[config.mk]
export PLATFORM = sky130hd
export DESIGN_NAME = bus_arbiter_rr4
export DESIGN_NICKNAME = d
export VERILOG_FILES = /design/src/rtl/bus_arbiter_rr4.sv
export SDC_FILE = /design/constraint.sdc
export NUM_CORES = 1
export LEC_CHECK = 0
export ABC_AREA = 1
export BUFFER_PORTS_ARGS = -buffer_cell sky130_fd_sc_hd__buf_2
export CAP_MARGIN = 30
export CELL_PAD_IN_SITES_DETAIL_PLACEMENT = 0
export CELL_PAD_IN_SITES_GLOBAL_PLACEMENT = 2
export CORE_ASPECT_RATIO = 0.6
export CORE_MARGIN = 2
export CORE_UTILIZATION = 28
export CTS_CLUSTER_SIZE = 30
export DETAILED_ROUTE_END_ITERATION = 6
export GPL_TIMING_DRIVEN = 1
export PLACE_DENSITY = 0.69
export SETUP_SLACK_MARGIN = 0.02
export SKIP_LAST_GASP = 1
export SYNTH_ARGS = -nofsm -noshare
export SYNTH_HDL_FRONTEND = slang
export SYNTH_SLANG_ARGS = --single-unit
[constraint.sdc]
create_clock -name clk -period 1.2 [get_ports clk]
set_input_delay 0.06 -clock clk [delete_from_list [all_inputs] [get_ports clk]]
set_output_delay 0.06 -clock clk [all_outputs]
set_load 0.03 [all_outputs]
[src/rtl/bus_arbiter_rr4.sv]
// Round-robin bus arbiter: registered one-hot grant, per-tenure hold limit,
// and a single turnaround cycle between consecutive tenures.
module bus_arbiter_rr4 #(
    parameter int N        = 4,
    parameter int MAX_HOLD = 8,
    parameter int IDW      = $clog2(N)
) (
    input  logic           clk,
    input  logic           rst,
    input  logic [N-1:0]   req,
    output logic [N-1:0]   grant,
    output logic [IDW-1:0] grant_id,
    output logic           busy,
    output logic           timeout
);

    localparam int PW = IDW + 1;
    localparam logic [7:0] CMAX = 8'(MAX_HOLD);

    typedef enum logic [1:0] {IDLE, GRANT, GAP} state_e;

    state_e         state_q, state_d;
    logic [N-1:0]   grant_q, grant_d;
    logic [IDW-1:0] owner_q, owner_d;
    logic [IDW-1:0] ptr_q, ptr_d;
    logic [7:0]     cnt_q, cnt_d;
    logic           timeout_q, timeout_d;

    logic           found;
    logic [IDW-1:0] pick;
    logic [IDW-1:0] next_ptr;
    logic [PW-1:0]  idx;

    // Walk backwards so the requester closest to ptr overwrites the rest.
    always_comb begin
        found = 1'b0;
        pick  = '0;
        idx   = '0;
        for (int i = N - 1; i >= 0; i--) begin
            idx = {1'b0, ptr_q} + PW'(i);
            if (idx >= PW'(N)) begin
                idx = idx - PW'(N);
            end
            if (req[idx[IDW-1:0]]) begin
                found = 1'b1;
                pick  = idx[IDW-1:0];
            end
        end
    end

    assign next_ptr = (owner_q == IDW'(N - 1)) ? '0 : owner_q + IDW'(1);

    always_comb begin
        state_d   = state_q;
        grant_d   = grant_q;
        owner_d   = owner_q;
        ptr_d     = ptr_q;
        cnt_d     = cnt_q;
        timeout_d = 1'b0;
        unique case (state_q)
            GRANT: begin
                if (!req[owner_q] || cnt_q == CMAX) begin
                    state_d   = GAP;
                    grant_d   = '0;
                    owner_d   = '0;
                    cnt_d     = '0;
                    ptr_d     = next_ptr;
                    // a release at the limit edge is not a timeout
                    timeout_d = req[owner_q];
                end else begin
                    cnt_d = cnt_q + 8'd1;
                end
            end
            default: begin
                if (found) begin
                    state_d       = GRANT;
                    grant_d       = '0;
                    grant_d[pick] = 1'b1;
                    owner_d       = pick;
                    cnt_d         = 8'd1;
                end else begin
                    state_d = IDLE;
                    grant_d = '0;
                    owner_d = '0;
                    cnt_d   = '0;
                end
            end
        endcase
    end

    always_ff @(posedge clk or negedge rst) begin
        if (!rst) begin
            state_q   <= IDLE;
            grant_q   <= '0;
            owner_q   <= '0;
            ptr_q     <= '0;
            cnt_q     <= '0;
            timeout_q <= 1'b0;
        end else begin
            state_q   <= state_d;
            grant_q   <= grant_d;
            owner_q   <= owner_d;
            ptr_q     <= ptr_d;
            cnt_q     <= cnt_d;
            timeout_q <= timeout_d;
        end
    end

    assign grant    = grant_q;
    assign grant_id = owner_q;
    assign busy     = |grant_q;
    assign timeout  = timeout_q;

endmodule

==> results of run 1 <==
Yosys cell counts (all sizes together):
| library cell | count |
|---|---|
| nand2 | 55 |
| inv | 23 |
| dfrtp | 19 |
| nor2 | 15 |
| nand3 | 13 |
| o21ai | 9 |
| ha | 3 |
| a21oi | 2 |
| nor3 | 2 |
| o211ai | 2 |
| buf | 1 |
| nand4 | 1 |
| nor3b | 1 |
| o22ai | 1 |
| or4 | 1 |
| xnor2 | 1 |
| xor2 | 1 |
kinds of logic (layout without fill, tap and decap cells):
family                   Yosys count  count (layout)  share of synthesized area
AND/OR/NAND/NOR                   88              88                      0.347
flip-flops                        19              19                      0.441
AO/OA/AOI/OAI                     14              14                     0.0708
buffers and inverters             24              77                     0.0905
adder cells (fa/ha/maj)            3               3                     0.0348
XOR/XNOR                           2               2                     0.0162
what timing repair did:
item / CTS / global route
gates cloned: 1 / 0
buffers inserted: 10 / 5
resized for setup: 41 / 19
endpoints found under the setup margin: 20 / 20
endpoints found under the hold margin: 19 / 0
hold buffers: 1 / 0
pin swaps: 16 / 9
area by class of cell:
cell class,count,area [µm²]
clock buffers,4,45.0
fillers,378,1940
inverters,23,96.3
multi-input cells,107,678
flip-flops and latches,19,479
well taps,47,58.8
repair buffers,49,379
repair inverters,1,3.75
worst paths after layout:
path / endpoint / slack [ns] / depth (start not counted)
worst max register to register: grant[3]$_DFFE_PN0P_ / -0.21 / 11
max in group asynchronous: ptr_q[0]$_DFFE_PN0P_ / 0.59 / 2
worst max-delay path: grant[3]$_DFFE_PN0P_ / -0.21 / 11
worst min register to register: grant[3]$_DFFE_PN0P_ / 0.51 / 2
worst min-delay path: cnt_q[3]$_DFF_PN0_ / 0.27 / 2
min in group clk: state_q[0]$_DFFE_PN0P_ / 0.33 / 7
power by group through the flow:
| stage | Clock [W] | Combinational [W] | Sequential, W |
|---|---|---|---|
| 6_report | 0.000447 | 0.00317 | 0.00102 |
| 5_1_grt | 0.000494 | 0.00347 | 0.00104 |
| 2_1_floorplan | 0 | 0.00143 | 0.00112 |
| 3_3_place_gp | 0 | 0.00228 | 0.00103 |
| 4_1_cts | 0.000465 | 0.00287 | 0.00101 |
| 3_5_place_dp | 0 | 0.00225 | 0.00103 |
metal layers:
metal  track usage  share of wire
met5             0              0
met4        0.0323          0.011
met3        0.0397          0.045
met2         0.204           0.38
met1         0.221           0.56
flip-flops by register name, summed over array words and instances, names as in the netlist:
name / count
cnt_q: 8
grant: 4
grant_id: 2
ptr_q: 2
state_q: 2
timeout: 1
layout by cell type, fill, tap and decap left out, types with 2 or more instances in the layout:
| cell | count |
|---|---|
| nand2_4 | 2 |
| o21ai_1 | 3 |
| o21ai_2 | 5 |
| inv_1 | 16 |
| o211ai_1 | 2 |
| nor2_2 | 3 |
| nand3_1 | 7 |
| nand2_2 | 21 |
| nor2_1 | 11 |
| buf_2 | 12 |
| inv_4 | 2 |
| buf_4 | 28 |
| dfrtp_1 | 16 |
| nand2_1 | 32 |
| buf_6 | 7 |
| inv_2 | 5 |
| nand3_4 | 2 |
| nand3_2 | 4 |
| clkbuf_8 | 3 |
| dfrtp_2 | 3 |
metrics by stage:
| stage | utilization | area (µm²) | setup slack [ns] | hold WS [ns] |
|---|---|---|---|---|
| floorplan | - | 1110 | -0.0626 | -0.236 |
| global placement | 0.374 | 1380 | -0.362 | 0.0341 |
| detailed placement | 0.374 | 1380 | -0.370 | 0.0327 |
| CTS | 0.442 | 1630 | -0.222 | 0.292 |
| global route | 0.473 | 1740 | -0.339 | 0.321 |
| finish | 0.473 | 1740 | -0.215 | 0.272 |
==> impl_metrics.env, run 1 <==
export IMPL_row_count=17
export IMPL_worst_setup_path_start_kind="flip-flop"
export IMPL_yosysUniqueCellTypes=21
export IMPL_cpPeakStageDelay_ns=0.49
export IMPL_sequentialPowerShare=0.219
export IMPL_vias_per_cell=4.44
export IMPL_max_cap_violations=0
export IMPL_grt_start_max_net_pins=20
export IMPL_drt_pre_antenna_iters=5
export IMPL_die_w_um=84.1
export IMPL_antenna_left=0
export IMPL_worstMarginPinSlew_ns=0.441
export IMPL_powerDensity_nw_per_um2=2660
export IMPL_coreArea_um2=3680
export IMPL_drive_above_1_share=0.527
export IMPL_h_tree_depth=1
export IMPL_setup_tns_final_ns=-3.03
export IMPL_combPwrFrac=0.684
export IMPL_overflow=0
export IMPL_fin_skew_ns=0.00403
export IMPL_p_leak_nw=0.899
export IMPL_setup_ws_ns=-0.215
export IMPL_fin_crit_sh=1.18
export IMPL_insertion_delay_ns=0.26
export IMPL_max_slew_margin=0.706
export IMPL_cts_root_buf="clkbuf_8"
export IMPL_period_needed_ns=1.41
export IMPL_internal_power_w=0.00250
export IMPL_drc_errors=0
export IMPL_grt_use_total=0.146
export IMPL_violations="negative setup slack"
export IMPL_crit_type="flip-flop to flip-flop"
export IMPL_die_y_um=52.1
export IMPL_cpMostUsedCell="nand2_2"
export IMPL_setup_viol=20
export IMPL_fin_cells=250
export IMPL_rsz0062_at_grt="yes"
export IMPL_grt_pass1_wl_um=4880
export IMPL_num_vias=1109
export IMPL_cpMaxStageDelayCell="dfrtp_2"
export IMPL_hold_path_class="input pin to asynchronous set/reset pin"
export IMPL_clockBufferDepth=2
export IMPL_path_clk_slew_ns=0.07
export IMPL_setup_worst_path_start="ptr_q[0]$_DFFE_PN0P_"
export IMPL_cts_tree="built"
export IMPL_diodes=0
export IMPL_yosysWarnings=0
export IMPL_io_buffer_count=13
export IMPL_cts_sinks=19
export IMPL_clockPowerShare=0.097
export IMPL_end_kind="flip-flop"
export IMPL_dp_hpwl_um=2140
export IMPL_avgSynthCellArea_um2=7.19
export IMPL_crit_arrival_ns=1.57
export IMPL_final_max_slew_viol_count=0
export IMPL_start_util=0.293
export IMPL_yosysTopAreaCell="dfrtp_1"
export IMPL_fp_dieArea_um2=4380
export IMPL_postSynthCellCount=150
export IMPL_hold_viol=0
export IMPL_status="complete, but fails checks"
export IMPL_cts_buffers_inserted=3
export IMPL_netlist_area_um2=1080
export IMPL_worstPathRequired_ns=1.35
export IMPL_sw_frac_of_total=0.460
export IMPL_critPathTopFamily="simple AND/OR/NAND/NOR gates"
export IMPL_dp_cells=229
export IMPL_cp_cell_sequence="buf_6 -> nand2_1 -> o21ai_2 -> nand2_2 -> nand2_1 -> inv_2 -> nand2_2 -> nand2_2 -> nand2_2 -> nand3_1 -> nand2_1"
export IMPL_nNetsFinal=213
export IMPL_post_synth_top_area_fraction=0.441
export IMPL_fmax_mhz=707
export IMPL_cp_max_fo=7
export IMPL_crit_reg2reg_launch="ptr_q[0]$_DFFE_PN0P_"
export IMPL_io_pins=14
export IMPL_syn_to_final_growth_pct=61.4
export IMPL_antenna_found_initial=0
export IMPL_yosysSeqAreaShare=0.441
export IMPL_cp_num_buf_inv=2
export IMPL_irDropWorstVdd_mv=1.14
export IMPL_synth_area_leaders="dfrtp_1 (44%), nand2_1 (18%), inv_1 (7.7%), nor2_1 (5.2%), nand3_1 (5.1%)"
export IMPL_first_iter_violations=34
export IMPL_grt_pass1_vias=1022
export IMPL_detail_route_wirelength_um=3010
export IMPL_ys_seq_elements=19
export IMPL_total_power_w=0.00463
export IMPL_routabilityCongestion=0.861
export IMPL_wl_per_cell_um=12.0
export IMPL_p_switching_w=0.00213
export IMPL_synth_fp_nets=159
Power figures use the tool's default switching activity.
==> run 2: changes to the inputs <==
SKIP_LAST_GASP = unset   (was 1)
==> run 2 against run 1 <==
Effect of this change:
- largest cell class unchanged
- flip-flop and latch count unchanged
- the run still ends with negative setup slack left
- final cell count unchanged
- via count increased by 1.1%
- combinational power up 1%
- setup slack worse by 0.0037 ns
- critical path type unchanged
- clock skew is 0.0011 ns higher
==> impl_metrics.env, run 2 (synthesized netlist as in run 1, its figures left out) <==
export IMPL_diodes=0
export IMPL_row_count=17
export IMPL_antenna_found_initial=0
export IMPL_cts_sinks=19
export IMPL_final_cell_mix="nand2_1 (32), buf_4 (27), nand2_2 (21)"
export IMPL_grt_pass1_wl_um=4880
export IMPL_cts_tree="built"
export IMPL_crit_type="flip-flop to flip-flop"
export IMPL_rsz0062_at_grt="yes"
export IMPL_grt_start_max_net_pins=20
export IMPL_setup_tns_final_ns=-3.06
export IMPL_design_area_um2=1750
export IMPL_fp_dieArea_um2=4380
export IMPL_io_buffer_count=13
export IMPL_setup_ws_ns=-0.219
export IMPL_irDropWorstVdd_mv=1.14
export IMPL_fmax_mhz=705
export IMPL_status="complete, but fails checks"
export IMPL_cts_root_buf="clkbuf_8"
export IMPL_antenna_left=0
export IMPL_drt_pre_antenna_iters=4
export IMPL_nNetsFinal=213
export IMPL_clockBufferDepth=2
export IMPL_setup_viol=20
export IMPL_hold_path_class="input pin to asynchronous set/reset pin"
export IMPL_io_pins=14
export IMPL_worstMarginPinSlew_ns=0.440
export IMPL_insertion_delay_ns=0.26
export IMPL_crit_reg2reg_launch="ptr_q[0]$_DFFE_PN0P_"
export IMPL_final_max_slew_viol_count=0
export IMPL_regMostFlops="cnt_q"
export IMPL_h_tree_depth=1
export IMPL_path_clk_slew_ns=0.07
export IMPL_max_cap_violations=0
export IMPL_powerDensity_nw_per_um2=2670
export IMPL_total_power_w=0.00468
export IMPL_hold_viol=0
export IMPL_syn_to_final_growth_pct=62.2
export IMPL_largest_reg_flops=8
export IMPL_r2r_slack_ns=-0.22
export IMPL_dp_cells=229
export IMPL_cts_buffers_inserted=3
export IMPL_fin_skew_ns=0.00514
export IMPL_num_vias=1121
export IMPL_fin_crit_sh=1.18
export IMPL_reg2reg_to="grant[1]$_DFFE_PN0P_"
export IMPL_post_dp_cell_area_um2=1380
export IMPL_p_leak_nw=0.901
export IMPL_worstPathRequired_ns=1.40
export IMPL_grt_pass1_vias=1022
export IMPL_overflow=0
export IMPL_worst_setup_path_start_kind="flip-flop"
export IMPL_vias_per_cell=4.48
export IMPL_detail_route_wirelength_um=3020
export IMPL_end_kind="flip-flop"
export IMPL_crit_arrival_ns=1.62
export IMPL_fin_cells=250
export IMPL_r2r_cells=10
export IMPL_coreArea_um2=3680
export IMPL_first_iter_violations=46
export IMPL_die_w_um=84.1
export IMPL_period_needed_ns=1.42
export IMPL_violations="negative setup slack"
export IMPL_drive_above_1_share=0.532
export IMPL_routabilityCongestion=0.861
export IMPL_dp_hpwl_um=2140
export IMPL_start_util=0.293
export IMPL_fillCellCount=375
export IMPL_final_common_cell="nand2_1"
export IMPL_die_y_um=52.1
export IMPL_grt_use_total=0.146
export IMPL_wl_per_cell_um=12.1
export IMPL_cp_max_fo=7
export IMPL_drc_errors=0
export IMPL_max_slew_margin=0.707
export IMPL_finalCoreUtilization=0.475
-- run 2: cell counts in the layout (fill, tap and decap cells not counted) --
Identical to the previous run, type by type.
-- run 2: what timing repair did --
| action | in CTS | in global routing |
|---|---|---|
| setup buffers | 10 | 5 |
| gates resized for setup | 42 | 21 |
| endpoints found under the hold margin | 19 | 0 |
| hold buffers | 1 | 0 |
| pin swaps | 16 | 12 |
| endpoints found under the setup margin | 20 | 20 |
| gates cloned | 1 | 0 |
-- run 2: through the flow --
step,setup WS [ns],hold WS [ns]
2_1_floorplan,-0.0626,-0.236
3_3_place_gp,-0.362,0.0341
3_5_place_dp,-0.370,0.0327
4_1_cts,-0.222,0.292
5_1_grt,-0.339,0.321
6_report,-0.219,0.271
-- run 2: metal layers --
metal / vias to the layer above / routed length, µm / GRT usage
met1: 515 / 1690 / 0.221
li1: 577 / - / -
met5: - / 0 / 0
met3: 4 / 142 / 0.0397
met4: 0 / 32 / 0.0323
met2: 25 / 1160 / 0.204
-- run 2: worst max path at each step --
stage,from,end,slack [ns],cells after the start
final,ptr_q[0]$_DFFE_PN0P_,grant[1]$_DFFE_PN0P_,-0.22,10
after global routing,ptr_q[0]$_DFFE_PN0P_,grant[1]$_DFFE_PN0P_,-0.34,10
after CTS,ptr_q[0]$_DFFE_PN0P_,grant[1]$_DFFE_PN0P_,-0.22,10
after detailed placement,ptr_q[0]$_DFFE_PN0P_,grant[1]$_DFFE_PN0P_,-0.37,12
after global placement,ptr_q[0]$_DFFE_PN0P_,grant[1]$_DFFE_PN0P_,-0.36,12
after floorplan,ptr_q[0]$_DFFE_PN0P_,grant[1]$_DFFE_PN0P_,-0.06,10
-- run 2: cell type report --
| cell class | instances | area [µm²] | share of cell area |
|---|---|---|---|
| clock buffer | 4 | 45.0 | 0.0258 |
| inverter | 23 | 98.8 | 0.0565 |
| multi-input combinational | 107 | 681 | 0.389 |
| sequential | 19 | 479 | 0.274 |
| tap | 47 | 58.8 | 0.0336 |
| timing repair buffer | 49 | 383 | 0.219 |
| timing repair inverter | 1 | 3.75 | 0.00215 |
-- run 2: worst max-delay path, cell delays in order, from the launching register on --
cell     delay (ns)
dfrtp_2        0.49
buf_6          0.16
o21ai_2        0.15
nand2_2        0.08
nand2_1        0.07
inv_1          0.04
nand2_1        0.06
nand2_2        0.08
inv_2          0.10
nand3_2        0.06
nand2_1        0.07
-- run 2: report_power, final --
group | switching [W] | internal [W] | leakage, nW
clock | 0.000213 | 0.000236 | 0.0228
sequential | 0.000182 | 0.000836 | 0.245
combinational | 0.00176 | 0.00145 | 0.633
total | 0.00216 | 0.00252 | 0.901
